**src/rtl/exec_opcode_monitor_pkg.sv**
```systemverilog
// Shared types and constants for the execute-stage opcode monitor.
// Latency: n/a (package only).
// Backpressure: n/a (package only).
// Contents: FSM state encoding, completion opcode fields, TERNLOG default
// mask/match, and a helper that recognises the completion instruction.
package opcode_mon_pkg;

  typedef enum logic [2:0] {
    ST_IDLE    = 3'd0,
    ST_RUN     = 3'd1,
    ST_DRAIN   = 3'd2,
    ST_DONE    = 3'd3,
    ST_TIMEOUT = 3'd4
  } state_e;

  // Test completion is signalled by a CSRRW: SYSTEM major opcode, funct3 001.
  localparam logic [6:0]  COMPL_OPCODE  = 7'b1110011;
  localparam logic [2:0]  COMPL_FUNCT3  = 3'b001;

  // Mask/match pair that the old TERNLOG watcher looked for.
  localparam logic [31:0] TERNLOG_MASK  = 32'h0600_007f;
  localparam logic [31:0] TERNLOG_MATCH = 32'h0400_007b;

  function automatic logic is_completion(input logic [31:0] insn);
    return (insn[6:0] == COMPL_OPCODE) && (insn[14:12] == COMPL_FUNCT3);
  endfunction

endpackage

```
**src/rtl/exec_opcode_monitor_if.sv**
```systemverilog
// Exec0 issue tap: valid, instruction word, PC and (optionally) operands.
// Latency: n/a (wires only).
// Backpressure: none; the tap is observe-only, there is no ready.
// Ports: valid, opcode[31:0], pc[31:0]; ra_operand/rb_operand[31:0] only when
// OPCODE_MON_OPERANDS_EN is defined. master = exec stage, slave = monitor.
interface exec_opcode_monitor_if;
  import opcode_mon_pkg::*;

  logic        valid;
  logic [31:0] opcode;
  logic [31:0] pc;
`ifdef OPCODE_MON_OPERANDS_EN
  logic [31:0] ra_operand;
  logic [31:0] rb_operand;
`endif

  modport master (
    output valid,
    output opcode,
    output pc
`ifdef OPCODE_MON_OPERANDS_EN
    , output ra_operand
    , output rb_operand
`endif
  );

  modport slave (
    input valid,
    input opcode,
    input pc
`ifdef OPCODE_MON_OPERANDS_EN
    , input ra_operand
    , input rb_operand
`endif
  );

endinterface

```
**src/rtl/exec_opcode_monitor_channel.sv**
```systemverilog
// One mask/match channel: compare, registered hit pulse, saturating hit counter.
// Latency: hit_o and count_o update 1 cycle after the issue cycle.
// Backpressure: none; every qualifying issue is counted.
// Ports: clk_i/rst_ni; clear_i zeroes state; issue_i = valid issue while
// monitoring; en_i/mask_i/match_i config; opcode_i word; hit_now_o is the
// combinational match (for capture priority); hit_o, count_o registered.
module opcode_mon_channel
  import opcode_mon_pkg::*;
#(
  parameter int CNT_W = 16
) (
  input  logic             clk_i,
  input  logic             rst_ni,
  input  logic             clear_i,
  input  logic             issue_i,
  input  logic             en_i,
  input  logic [31:0]      mask_i,
  input  logic [31:0]      match_i,
  input  logic [31:0]      opcode_i,
  output logic             hit_now_o,
  output logic             hit_o,
  output logic [CNT_W-1:0] count_o
);

  logic             hit_q;
  logic [CNT_W-1:0] cnt_q, cnt_d;

  assign hit_now_o = issue_i && en_i && ((opcode_i & mask_i) == match_i);

  // Saturate at all-ones rather than wrapping.
  always_comb begin
    cnt_d = cnt_q;
    if (hit_now_o && (cnt_q != {CNT_W{1'b1}})) begin
      cnt_d = cnt_q + 1'b1;
    end
  end

  always_ff @(posedge clk_i or negedge rst_ni) begin
    if (!rst_ni) begin
      hit_q <= 1'b0;
      cnt_q <= '0;
    end else if (clear_i) begin
      hit_q <= 1'b0;
      cnt_q <= '0;
    end else begin
      hit_q <= hit_now_o;
      cnt_q <= cnt_d;
    end
  end

  assign hit_o   = hit_q;
  assign count_o = cnt_q;

endmodule

```
**src/rtl/exec_opcode_monitor.sv**
```systemverilog
// Execute-stage opcode monitor: NUM_CH mask/match channels, first-hit capture,
// completion/drain/timeout FSM. Latency: hits, counts, capture 1 cycle after issue.
// Backpressure: none; passive tap, never stalls the pipeline.
// Ports: clk_i, rst_ni (async, active-low); arm_i, clear_i control; cfg_en_i,
// cfg_mask_i, cfg_match_i channel config; opcode_if exec0 issue tap (slave);
// hit_o, hit_count_o per channel; cap_* first-hit capture; state_o, done_o,
// timeout_o status. Optional: OPCODE_MON_OPERANDS_EN adds cap_ra_o/cap_rb_o.
module exec_opcode_monitor
  import opcode_mon_pkg::*;
#(
  parameter int NUM_CH         = 4,
  parameter int CNT_W          = 16,
  parameter int TO_W           = 32,
  parameter int TIMEOUT_CYCLES = 10000,
  parameter int DRAIN_CYCLES   = 10
) (
  input  logic                    clk_i,
  input  logic                    rst_ni,
  input  logic                    arm_i,
  input  logic                    clear_i,
  input  logic [NUM_CH-1:0]       cfg_en_i,
  input  logic [NUM_CH*32-1:0]    cfg_mask_i,
  input  logic [NUM_CH*32-1:0]    cfg_match_i,
  exec_opcode_monitor_if.slave    opcode_if,
  output logic [NUM_CH-1:0]       hit_o,
  output logic [NUM_CH*CNT_W-1:0] hit_count_o,
  output logic                    cap_valid_o,
  output logic [2:0]              cap_ch_o,
  output logic [31:0]             cap_pc_o,
  output logic [31:0]             cap_opcode_o,
`ifdef OPCODE_MON_OPERANDS_EN
  output logic [31:0]             cap_ra_o,
  output logic [31:0]             cap_rb_o,
`endif
  output logic [2:0]              state_o,
  output logic                    done_o,
  output logic                    timeout_o
);

  localparam int              DR_W    = (DRAIN_CYCLES > 1) ? $clog2(DRAIN_CYCLES) : 1;
  localparam logic [DR_W-1:0] DR_LAST = DR_W'(DRAIN_CYCLES - 1);
  localparam logic [TO_W-1:0] TO_LAST = TO_W'(TIMEOUT_CYCLES - 1);

  state_e          state_q, state_d;
  logic [TO_W-1:0] to_q, to_d;
  logic [DR_W-1:0] dr_q, dr_d;

  logic              monitoring;
  logic [NUM_CH-1:0] hit_now;

  assign monitoring = (state_q == ST_RUN) || (state_q == ST_DRAIN);

  for (genvar c = 0; c < NUM_CH; c++) begin : g_ch
    opcode_mon_channel #(.CNT_W(CNT_W)) u_ch (
      .clk_i     (clk_i),
      .rst_ni    (rst_ni),
      .clear_i   (clear_i),
      .issue_i   (opcode_if.valid && monitoring),
      .en_i      (cfg_en_i[c]),
      .mask_i    (cfg_mask_i[32*c +: 32]),
      .match_i   (cfg_match_i[32*c +: 32]),
      .opcode_i  (opcode_if.opcode),
      .hit_now_o (hit_now[c]),
      .hit_o     (hit_o[c]),
      .count_o   (hit_count_o[CNT_W*c +: CNT_W])
    );
  end

  // Lowest-index hitting channel wins: scan downwards so the last write is c=0.
  logic       sel_any;
  logic [2:0] sel_ch;
  always_comb begin
    sel_any = 1'b0;
    sel_ch  = 3'd0;
    for (int c = NUM_CH - 1; c >= 0; c--) begin
      if (hit_now[c]) begin
        sel_any = 1'b1;
        sel_ch  = 3'(c);
      end
    end
  end

  logic        cap_valid_q;
  logic [2:0]  cap_ch_q;
  logic [31:0] cap_pc_q, cap_opcode_q;
`ifdef OPCODE_MON_OPERANDS_EN
  logic [31:0] cap_ra_q, cap_rb_q;
`endif

  // Only the first hit after clear/reset is kept.
  always_ff @(posedge clk_i or negedge rst_ni) begin
    if (!rst_ni) begin
      cap_valid_q  <= 1'b0;
      cap_ch_q     <= '0;
      cap_pc_q     <= '0;
      cap_opcode_q <= '0;
`ifdef OPCODE_MON_OPERANDS_EN
      cap_ra_q     <= '0;
      cap_rb_q     <= '0;
`endif
    end else if (clear_i) begin
      cap_valid_q  <= 1'b0;
      cap_ch_q     <= '0;
      cap_pc_q     <= '0;
      cap_opcode_q <= '0;
`ifdef OPCODE_MON_OPERANDS_EN
      cap_ra_q     <= '0;
      cap_rb_q     <= '0;
`endif
    end else if (!cap_valid_q && sel_any) begin
      cap_valid_q  <= 1'b1;
      cap_ch_q     <= sel_ch;
      cap_pc_q     <= opcode_if.pc;
      cap_opcode_q <= opcode_if.opcode;
`ifdef OPCODE_MON_OPERANDS_EN
      cap_ra_q     <= opcode_if.ra_operand;
      cap_rb_q     <= opcode_if.rb_operand;
`endif
    end
  end

  always_ff @(posedge clk_i or negedge rst_ni) begin
    if (!rst_ni) begin
      state_q <= ST_IDLE;
      to_q    <= '0;
      dr_q    <= '0;
    end else begin
      state_q <= state_d;
      to_q    <= to_d;
      dr_q    <= dr_d;
    end
  end

  // In RUN the timeout wins over a completion issued on its last cycle; in
  // DRAIN drain expiry wins over the timeout.
  always_comb begin
    state_d = state_q;
    to_d    = to_q;
    dr_d    = dr_q;
    if (clear_i) begin
      state_d = ST_IDLE;
      to_d    = '0;
      dr_d    = '0;
    end else begin
      unique case (state_q)
        ST_IDLE: begin
          if (arm_i) begin
            state_d = ST_RUN;
            to_d    = '0;
          end
        end
        ST_RUN: begin
          if (to_q == TO_LAST) begin
            state_d = ST_TIMEOUT;
          end else begin
            to_d = to_q + 1'b1;
            if (opcode_if.valid && is_completion(opcode_if.opcode)) begin
              state_d = ST_DRAIN;
              dr_d    = DR_LAST;
            end
          end
        end
        ST_DRAIN: begin
          if (dr_q == '0) begin
            state_d = ST_DONE;
          end else if (to_q == TO_LAST) begin
            state_d = ST_TIMEOUT;
          end else begin
            to_d = to_q + 1'b1;
            dr_d = dr_q - 1'b1;
          end
        end
        default: ;
      endcase
    end
  end

  assign cap_valid_o  = cap_valid_q;
  assign cap_ch_o     = cap_ch_q;
  assign cap_pc_o     = cap_pc_q;
  assign cap_opcode_o = cap_opcode_q;
`ifdef OPCODE_MON_OPERANDS_EN
  assign cap_ra_o     = cap_ra_q;
  assign cap_rb_o     = cap_rb_q;
`endif
  assign state_o      = state_q;
  assign done_o       = (state_q == ST_DONE);
  assign timeout_o    = (state_q == ST_TIMEOUT);

endmodule

```
**src/flat_wrapper.sv**
```systemverilog
// flat-port wrapper written by rule: the top's interface ports become plain ports
module exec_opcode_monitor_flat import opcode_mon_pkg::*;
#(
  parameter int NUM_CH         = 4,
  parameter int CNT_W          = 16,
  parameter int TO_W           = 32,
  parameter int TIMEOUT_CYCLES = 10000,
  parameter int DRAIN_CYCLES   = 10
)
  (clk_i, rst_ni, arm_i, clear_i, cfg_en_i, cfg_mask_i, cfg_match_i, hit_o, hit_count_o, cap_valid_o, cap_ch_o, cap_pc_o, cap_opcode_o, state_o, done_o, timeout_o, opcode_if_valid, opcode_if_opcode, opcode_if_pc);
  exec_opcode_monitor_if opcode_if_i ();
  input  logic clk_i;
  input  logic rst_ni;
  input  logic arm_i;
  input  logic clear_i;
  input  logic [NUM_CH-1:0] cfg_en_i;
  input  logic [NUM_CH*32-1:0] cfg_mask_i;
  input  logic [NUM_CH*32-1:0] cfg_match_i;
  output logic [NUM_CH-1:0] hit_o;
  output logic [NUM_CH*CNT_W-1:0] hit_count_o;
  output logic cap_valid_o;
  output logic [2:0] cap_ch_o;
  output logic [31:0] cap_pc_o;
  output logic [31:0] cap_opcode_o;
  output logic [2:0] state_o;
  output logic done_o;
  output logic timeout_o;
  input wire logic [$bits(opcode_if_i.valid)-1:0] opcode_if_valid;
  input wire logic [$bits(opcode_if_i.opcode)-1:0] opcode_if_opcode;
  input wire logic [$bits(opcode_if_i.pc)-1:0] opcode_if_pc;
  assign opcode_if_i.valid = opcode_if_valid;
  assign opcode_if_i.opcode = opcode_if_opcode;
  assign opcode_if_i.pc = opcode_if_pc;
  exec_opcode_monitor #(.NUM_CH(NUM_CH), .CNT_W(CNT_W), .TO_W(TO_W), .TIMEOUT_CYCLES(TIMEOUT_CYCLES), .DRAIN_CYCLES(DRAIN_CYCLES)) u_core (.clk_i(clk_i), .rst_ni(rst_ni), .arm_i(arm_i), .clear_i(clear_i), .cfg_en_i(cfg_en_i), .cfg_mask_i(cfg_mask_i), .cfg_match_i(cfg_match_i), .opcode_if(opcode_if_i), .hit_o(hit_o), .hit_count_o(hit_count_o), .cap_valid_o(cap_valid_o), .cap_ch_o(cap_ch_o), .cap_pc_o(cap_pc_o), .cap_opcode_o(cap_opcode_o), .state_o(state_o), .done_o(done_o), .timeout_o(timeout_o));
endmodule
```
**config.mk**
```make
export PLATFORM = sky130hd
export DESIGN_NAME = exec_opcode_monitor_flat
export DESIGN_NICKNAME = d
export VERILOG_FILES = /design/src/rtl/exec_opcode_monitor_pkg.sv /design/src/rtl/exec_opcode_monitor_if.sv /design/src/rtl/exec_opcode_monitor_channel.sv /design/src/rtl/exec_opcode_monitor.sv /design/src/flat_wrapper.sv
export SDC_FILE = /design/constraint.sdc
export NUM_CORES = 1
export LEC_CHECK = 0
export BUFFER_PORTS_ARGS = -buffer_cell sky130_fd_sc_hd__buf_2
export CORE_AREA = 2 2 180 182
export DETAILED_ROUTE_END_ITERATION = 16
export DIE_AREA = 0 0 182 184
export PLACE_DENSITY = 0.65
export SYNTH_ARGS = -nofsm -noshare
export SYNTH_HDL_FRONTEND = slang
export SYNTH_SLANG_ARGS = --single-unit
export TNS_END_PERCENT = 100
```
**constraint.sdc**
```tcl
create_clock -name clk_i -period 7.4 [get_ports clk_i]
set_clock_uncertainty 0.15 [all_clocks]
set_input_delay 0.74 -clock clk_i [delete_from_list [all_inputs] [get_ports clk_i]]
set_output_delay 0.74 -clock clk_i [all_outputs]
set_load 0.1 [all_outputs]
```
==> flow_summary_export.csv, run 1 <==
group,metric,value,unit
run_status,status,"finished clean",
global_route,grt_pass1_vias,12500,
floorplanning,ioPinCount,470,
clock_tree,clock_sinks,174,
clock_tree,clockRootBuffer,"clkbuf_16",
clock_tree,cts-root-to-sink-buffers,2,
timing,slew_headroom,23.3,%
detailed_routing,vias,13200,
power_and_ir_drop,power,2.56,mW
detailed_routing,drtPass1Iterations,7,
detailed_routing,detail-route-antenna-nets,0,
timing,finalHoldViolCount,0,
synth,yosysWarnings,0,
floorplanning,row_count,65,
critical_path,rrSetupSlack,3.54,ns
layout,instances_no_fill,2233,
timing,setup_tns,0,ns
timing,slew_viol_final,0,
synth,synth.most_common_cell,"nand2_1",
synth,ys_top_cells_by_area,"dfrtp_1 37%, nand2_1 7.2%, mux2i_1 5.7%, and3b_1 3.9%, a21oi_1 3.7%",
clock_tree,cts_setup_buffers,0,
global_route,grt_remaining_overflow,0,
power_and_ir_drop,power-per-cell-area,171,nW/um^2
power_and_ir_drop,p_leak,7.19,nW
clock_tree,htreeDepth,4,
synth,synth_enable_flop_cells,0,
placement,place.detailed.instances,2187,
clock_tree,clkTransAtPathRegs,0.07,ns
floorplanning,start_util,37.5,%
detailed_routing,wl_per_cell,24.1,um
timing,fin_crit_sh,52.2,%
critical_path,startpoint_type,"flip-flop",
clock_tree,worstSkewPairLatency,0.45,ns
timing,worst_slew_pin_slew,1.15,ns
detailed_routing,vias_per_cell,5.93,
placement,dpl.hpwl,42300,um
floorplanning,core,31400,um^2
placement,gp_congestion,0.961,
layout,drive_above_1_share,28.7,%
critical_path,r2r-end,"u_core.g_ch[1].u_ch.count_o[15]",
synth,synth_top_cell_area_share,37.0,%
timing,hold_ws,0.218,ns
synth,syn-num-nets,1721,
timing,final-setup-viol-count,0,
synth,ys_seq_elements,174,
synth,synthTopCellsByCount,"227 x nand2_1, 174 x dfrtp_1, 86 x a21oi_1",
synth,avgSynthCellArea,8.49,um^2
critical_path,end_kind,"flip-flop",
floorplanning,die_x,182,um
hold_path,hold_path_class,"input port to async pin",
critical_path,r2r_cells,7,
layout,nNetsFinal,2140,
synth,synth_cell_types,61,
global_route,grt_max_degree,110,
floorplanning,dieArea,33500,um^2
critical_path,cp_max_fo,27,
critical_path,critPathArrivalTime,4.06,ns
critical_path,rr_startpoint,"u_core.state_o[1]",
timing,min_period,3.86,ns
global_route,grtUsageTotal,31.4,%
clock_tree,hold_buffers,0,
clock_tree,numCtsBuffers,17,
synth,synthCells,1385,
critical_path,path_class,"flip-flop to flip-flop",
timing,max_freq,259,MHz
synth,synth_flop_cell,"dfrtp_1",
layout,syn_to_final_growth,27.8,%
timing,rsz0062_at_grt,"no",
synth,synth.cell_area,11800,um^2
global_route,grt_antenna_before_repair,20,
detailed_routing,drt-initial-drc-count,1281,
floorplanning,die_h,184,um
synth,synth-seq-area-share,37.0,%
layout,fillerInstances,3134,
clock_tree,tritoncts,"yes",
detailed_routing,drcViolationCount,0,
run,maxCapViolCount,0,
detailed_routing,drt-total-wl,53900,um
critical_path,cp.required,7.60,ns
clock_tree,cts_resized,0,
placement,numPortBuffers,468,
global_route,grt_pass1_wl,77700,um
power_and_ir_drop,vdd_ir_drop_max,213,uV
synth,ys_async_sr_fraction,100,%
synth,synth_area_leader_cell,"dfrtp_1",
how the worst max path moves through the flow:
| stage | startpoint | endpoint |
|---|---|---|
| floorplan | u_core.state_o[2] | timeout_o |
| global placement | opcode_if_opcode[21] | u_core.g_ch[3].u_ch.count_o[13] |
| detailed placement | opcode_if_opcode[21] | u_core.g_ch[3].u_ch.count_o[11] |
| CTS | u_core.state_o[1] | u_core.g_ch[1].u_ch.count_o[15] |
| global route | u_core.state_o[0] | u_core.g_ch[1].u_ch.count_o[12] |
| finish | u_core.state_o[1] | u_core.g_ch[1].u_ch.count_o[15] |
state kept, by name, indices dropped and copies added, names as in the netlist:
register,cells
u_core.dr_q,4
u_core.g_ch.u_ch.hit_o,4
u_core.cap_opcode_o,32
u_core.g_ch.u_ch.count_o,64
u_core.cap_pc_o,32
u_core.cap_ch_o,2
u_core.cap_valid_o,1
u_core.to_q,32
u_core.state_o,3
where the power goes:
group | leakage, nW | switching [mW] | internal, mW
combinational | 4.47 | 0.399 | 0.198
sequential | 2.42 | 0.0277 | 0.968
clock | 0.294 | 0.398 | 0.575
total | 7.19 | 0.825 | 1.74
layout make-up:
class	instances	area [um^2]	share of cell area [%]
multi-input cells	1115	7040	46.9
flip-flops and latches	174	4350	29.0
repair buffers	474	2390	15.9
well taps	402	503	3.35
clock buffers	22	454	3.02
clock inverters	10	163	1.08
inverters	22	85.1	0.566
diodes	14	35.0	0.233
cells in the final DEF (no fill, tap or decap), types with 19 or more instances in the layout:
| cell | n |
|---|---|
| xor2_1 | 41 |
| buf_2 | 467 |
| o31ai_1 | 41 |
| inv_1 | 21 |
| a21o_1 | 27 |
| a21boi_0 | 54 |
| nand3_1 | 68 |
| or3_1 | 19 |
| nor2_1 | 67 |
| and3b_1 | 52 |
| nor4_1 | 45 |
| and3_1 | 37 |
| or4_1 | 40 |
| dfrtp_1 | 174 |
| a211oi_1 | 29 |
| a21oi_1 | 86 |
| nand2_1 | 227 |
| nand4_1 | 46 |
| o21ai_0 | 25 |
| mux2i_1 | 67 |
worst max-delay path: stages, from the launching register on:
cell and delay (ns):
dfrtp_1 0.48, xnor2_1 0.27, nor3b_2 0.66, nand3_1 0.17, nor2_1 0.21, nand4_1 0.83, or4_1 0.82, a21oi_1 0.17
through the flow:
stage,setup slack [ns],util (%),instance area [um^2]
detailed placement,3.22,45.8,14400
global placement,3.28,45.8,14400
global route,3.31,47.9,15000
floorplan,3.00,-,11800
finish,3.54,47.9,15000
CTS,3.60,47.8,15000
logic make-up after synthesis:
| kind of cell | count (synthesis) | synth area share (%) |
|---|---|---|
| DFF | 174 | 37.0 |
| other | 1 | 0.0319 |
| buffers and inverters | 96 | 3.43 |
| xor gates and xnor gates | 53 | 3.95 |
| adders and majority gates | 7 | 0.745 |
| and+or+nand+nor | 662 | 30.3 |
| muxes | 71 | 6.08 |
| AOI/OAI and AO/OA | 321 | 18.5 |
routing by layer:
layer / global-route usage (%) / part of all wire (%) / vias to the layer above
li1: - / - / 6036
met1: 37.0 / 38 / 6374
met2: 53.5 / 48 / 686
met3: 7.84 / 8.8 / 125
met4: 15.6 / 4.5 / 14
met5: 0 / 0.19 / -
Note: power is estimated with default switching activity, not from simulation.
==> inputs of run 2 (changes only) <==
--- a/config.mk
+++ b/config.mk
@@ -9,7 +9,7 @@
 export CORE_AREA = 2 2 180 182
 export DETAILED_ROUTE_END_ITERATION = 16
 export DIE_AREA = 0 0 182 184
-export PLACE_DENSITY = 0.65
+export PLACE_DENSITY = 0.68
 export SYNTH_ARGS = -nofsm -noshare
 export SYNTH_HDL_FRONTEND = slang
 export SYNTH_SLANG_ARGS = --single-unit
==> constraint.sdc (replaced) <==
create_clock -name clk_i -period 3.3 [get_ports clk_i]
set_clock_uncertainty 0.15 [all_clocks]
set_input_delay 0.33 -clock clk_i [delete_from_list [all_inputs] [get_ports clk_i]]
set_output_delay 0.33 -clock clk_i [all_outputs]
set_load 0.1 [all_outputs]
==> flow_summary_export.csv, run 2 (synthesis gave the netlist of run 1 again) <==
group,metric,value,unit
layout,mostFrequentLayoutCell,"buf_2",
detailed_routing,detail-route-antenna-nets,0,
layout,final_cell_mix,"467 x buf_2, 227 x nand2_1, 174 x dfrtp_1",
layout,fillerInstances,3004,
layout,drive_above_1_share,28.7,%
layout,fin_area,15500,um^2
clock_tree,clkTransAtPathRegs,0.07,ns
run,maxCapViolCount,0,
floorplanning,die_x,182,um
critical_path,end_kind,"flip-flop",
clock_tree,tritoncts,"yes",
placement,numPortBuffers,468,
floorplanning,die_h,184,um
floorplanning,row_count,65,
global_route,busiest_layer,"met2",
floorplanning,start_util,37.5,%
placement,gp_congestion,0.991,
detailed_routing,vias,13500,
global_route,grt_pass1_vias,13000,
timing,finalHoldViolCount,0,
critical_path,path_class,"flip-flop to flip-flop",
critical_path,critPathArrivalTime,3.27,ns
placement,placed_cell_area,14500,um^2
clock_tree,numCtsBuffers,17,
timing,min_period,3.06,ns
global_route,grt_use_met2,54.4,%
power_and_ir_drop,power-per-cell-area,377,nW/um^2
clock_tree,cts_setup_buffers,0,
layout,syn_to_final_growth,31.9,%
power_and_ir_drop,power,5.86,mW
clock_tree,cts_resized,0,
global_route,grt_antenna_before_repair,32,
hold_path,hold_path_class,"input port to flip-flop",
global_route,globalRouteMet3Util,9.15,%
detailed_routing,drt-total-wl,54600,um
global_route,grt_max_degree,78,
detailed_routing,drtPass1Iterations,7,
timing,worst_slew_pin_slew,0.943,ns
floorplanning,core,31400,um^2
timing,rsz0062_at_grt,"no",
critical_path,cp_max_fo,64,
timing,setup_tns,0,ns
power_and_ir_drop,p_leak,7.41,nW
timing,max_freq,327,MHz
power_and_ir_drop,vdd_ir_drop_max,621,uV
detailed_routing,drcViolationCount,0,
detailed_routing,wl_per_cell,23.9,um
detailed_routing,drt-initial-drc-count,894,
clock_tree,worstSkewPairLatency,0.45,ns
run_status,status,"finished clean",
placement,place.detailed.instances,2200,
layout,regArea,4350,um^2
floorplanning,ioPinCount,470,
detailed_routing,vias_per_cell,5.89,
layout,nNetsFinal,2186,
clock_tree,clock_sinks,174,
global_route,grt_pass1_wl,79100,um
global_route,grt_use_met1,36.5,%
clock_tree,htreeDepth,4,
layout,instances_no_fill,2284,
global_route,grtUsageTotal,31.8,%
layout,largest_reg_flops,64,
placement,dpl.hpwl,42400,um
floorplanning,dieArea,33500,um^2
timing,fin_crit_sh,92.6,%
timing,slew_headroom,37.0,%
clock_tree,clockRootBuffer,"clkbuf_16",
layout,multiInputGateArea,7050,um^2
timing,slew_viol_final,0,
global_route,grt_remaining_overflow,0,
clock_tree,cts-root-to-sink-buffers,2,
critical_path,startpoint_type,"flip-flop",
critical_path,cp.required,3.51,ns
timing,final-setup-viol-count,0,
## run 2: worst max-delay path: stages, from the launching register on
cell and delay (ns):
dfrtp_1 0.54, xnor2_1 0.20, nor3b_2 0.19, buf_4 0.24
nand4_1 0.13, nor4_1 0.30, nand2_1 0.22, a41oi_4 0.24
buf_12 0.35, mux2i_1 0.27
## run 2: cell type report
type	instances	share of cell area [%]
diodes	20	0.323
well taps	402	3.24
repair buffers	520	18.3
flip-flops and latches	174	28.1
inverters	22	0.548
clock inverters	8	0.984
clock buffers	23	3.08
multi-input cells	1115	45.4
## run 2: routing by layer
| metal | vias up | wire length [um] |
|---|---|---|
| li1 | 6112 | - |
| met1 | 6511 | 20700 |
| met3 | 143 | 4940 |
| met5 | - | 170 |
| met2 | 659 | 26400 |
| met4 | 26 | 2430 |
## run 2: through the flow
step           hold slack [ns]  setup WS [ns]  utilization, %
2_1_floorplan           -0.116         0.0692               -
3_3_place_gp             0.232          0.108            46.2
3_5_place_dp             0.228         0.0951            46.2
4_1_cts                 0.0817          0.257            49.3
5_1_grt                 0.0996         0.0832            49.4
6_report                 0.113          0.244            49.4
## run 2: final timing paths
| check | start | slack (ns) | depth (start not counted) | end |
|---|---|---|---|---|
| max in group asynchronous | rst_ni | 1.90 | 3 | u_core.g_ch[2].u_ch.count_o[13] |
| worst max register to register | u_core.state_o[0] | 0.24 | 9 | u_core.cap_pc_o[11] |
| worst min-delay path | opcode_if_opcode[23] | 0.11 | 3 | u_core.cap_opcode_o[23] |
| min in group asynchronous | rst_ni | 0.31 | 2 | u_core.to_q[24] |
| worst max-delay path | u_core.state_o[0] | 0.24 | 9 | u_core.cap_pc_o[11] |
| worst min register to register | u_core.to_q[2] | 0.36 | 1 | u_core.to_q[2] |
## run 2: what timing repair did
item,CTS,global route
hold endpoints to repair,94,0
endpoints found under the setup margin,0,0
hold buffers,33,0
## run 2: power breakdown
group | leakage [nW] | total [mW] | internal [mW] | switching [mW]
Clock | 0.301 | 2.24 | 1.33 | 0.907
Sequential | 2.42 | 2.24 | 2.17 | 0.0689
Combinational | 4.68 | 1.38 | 0.483 | 0.897
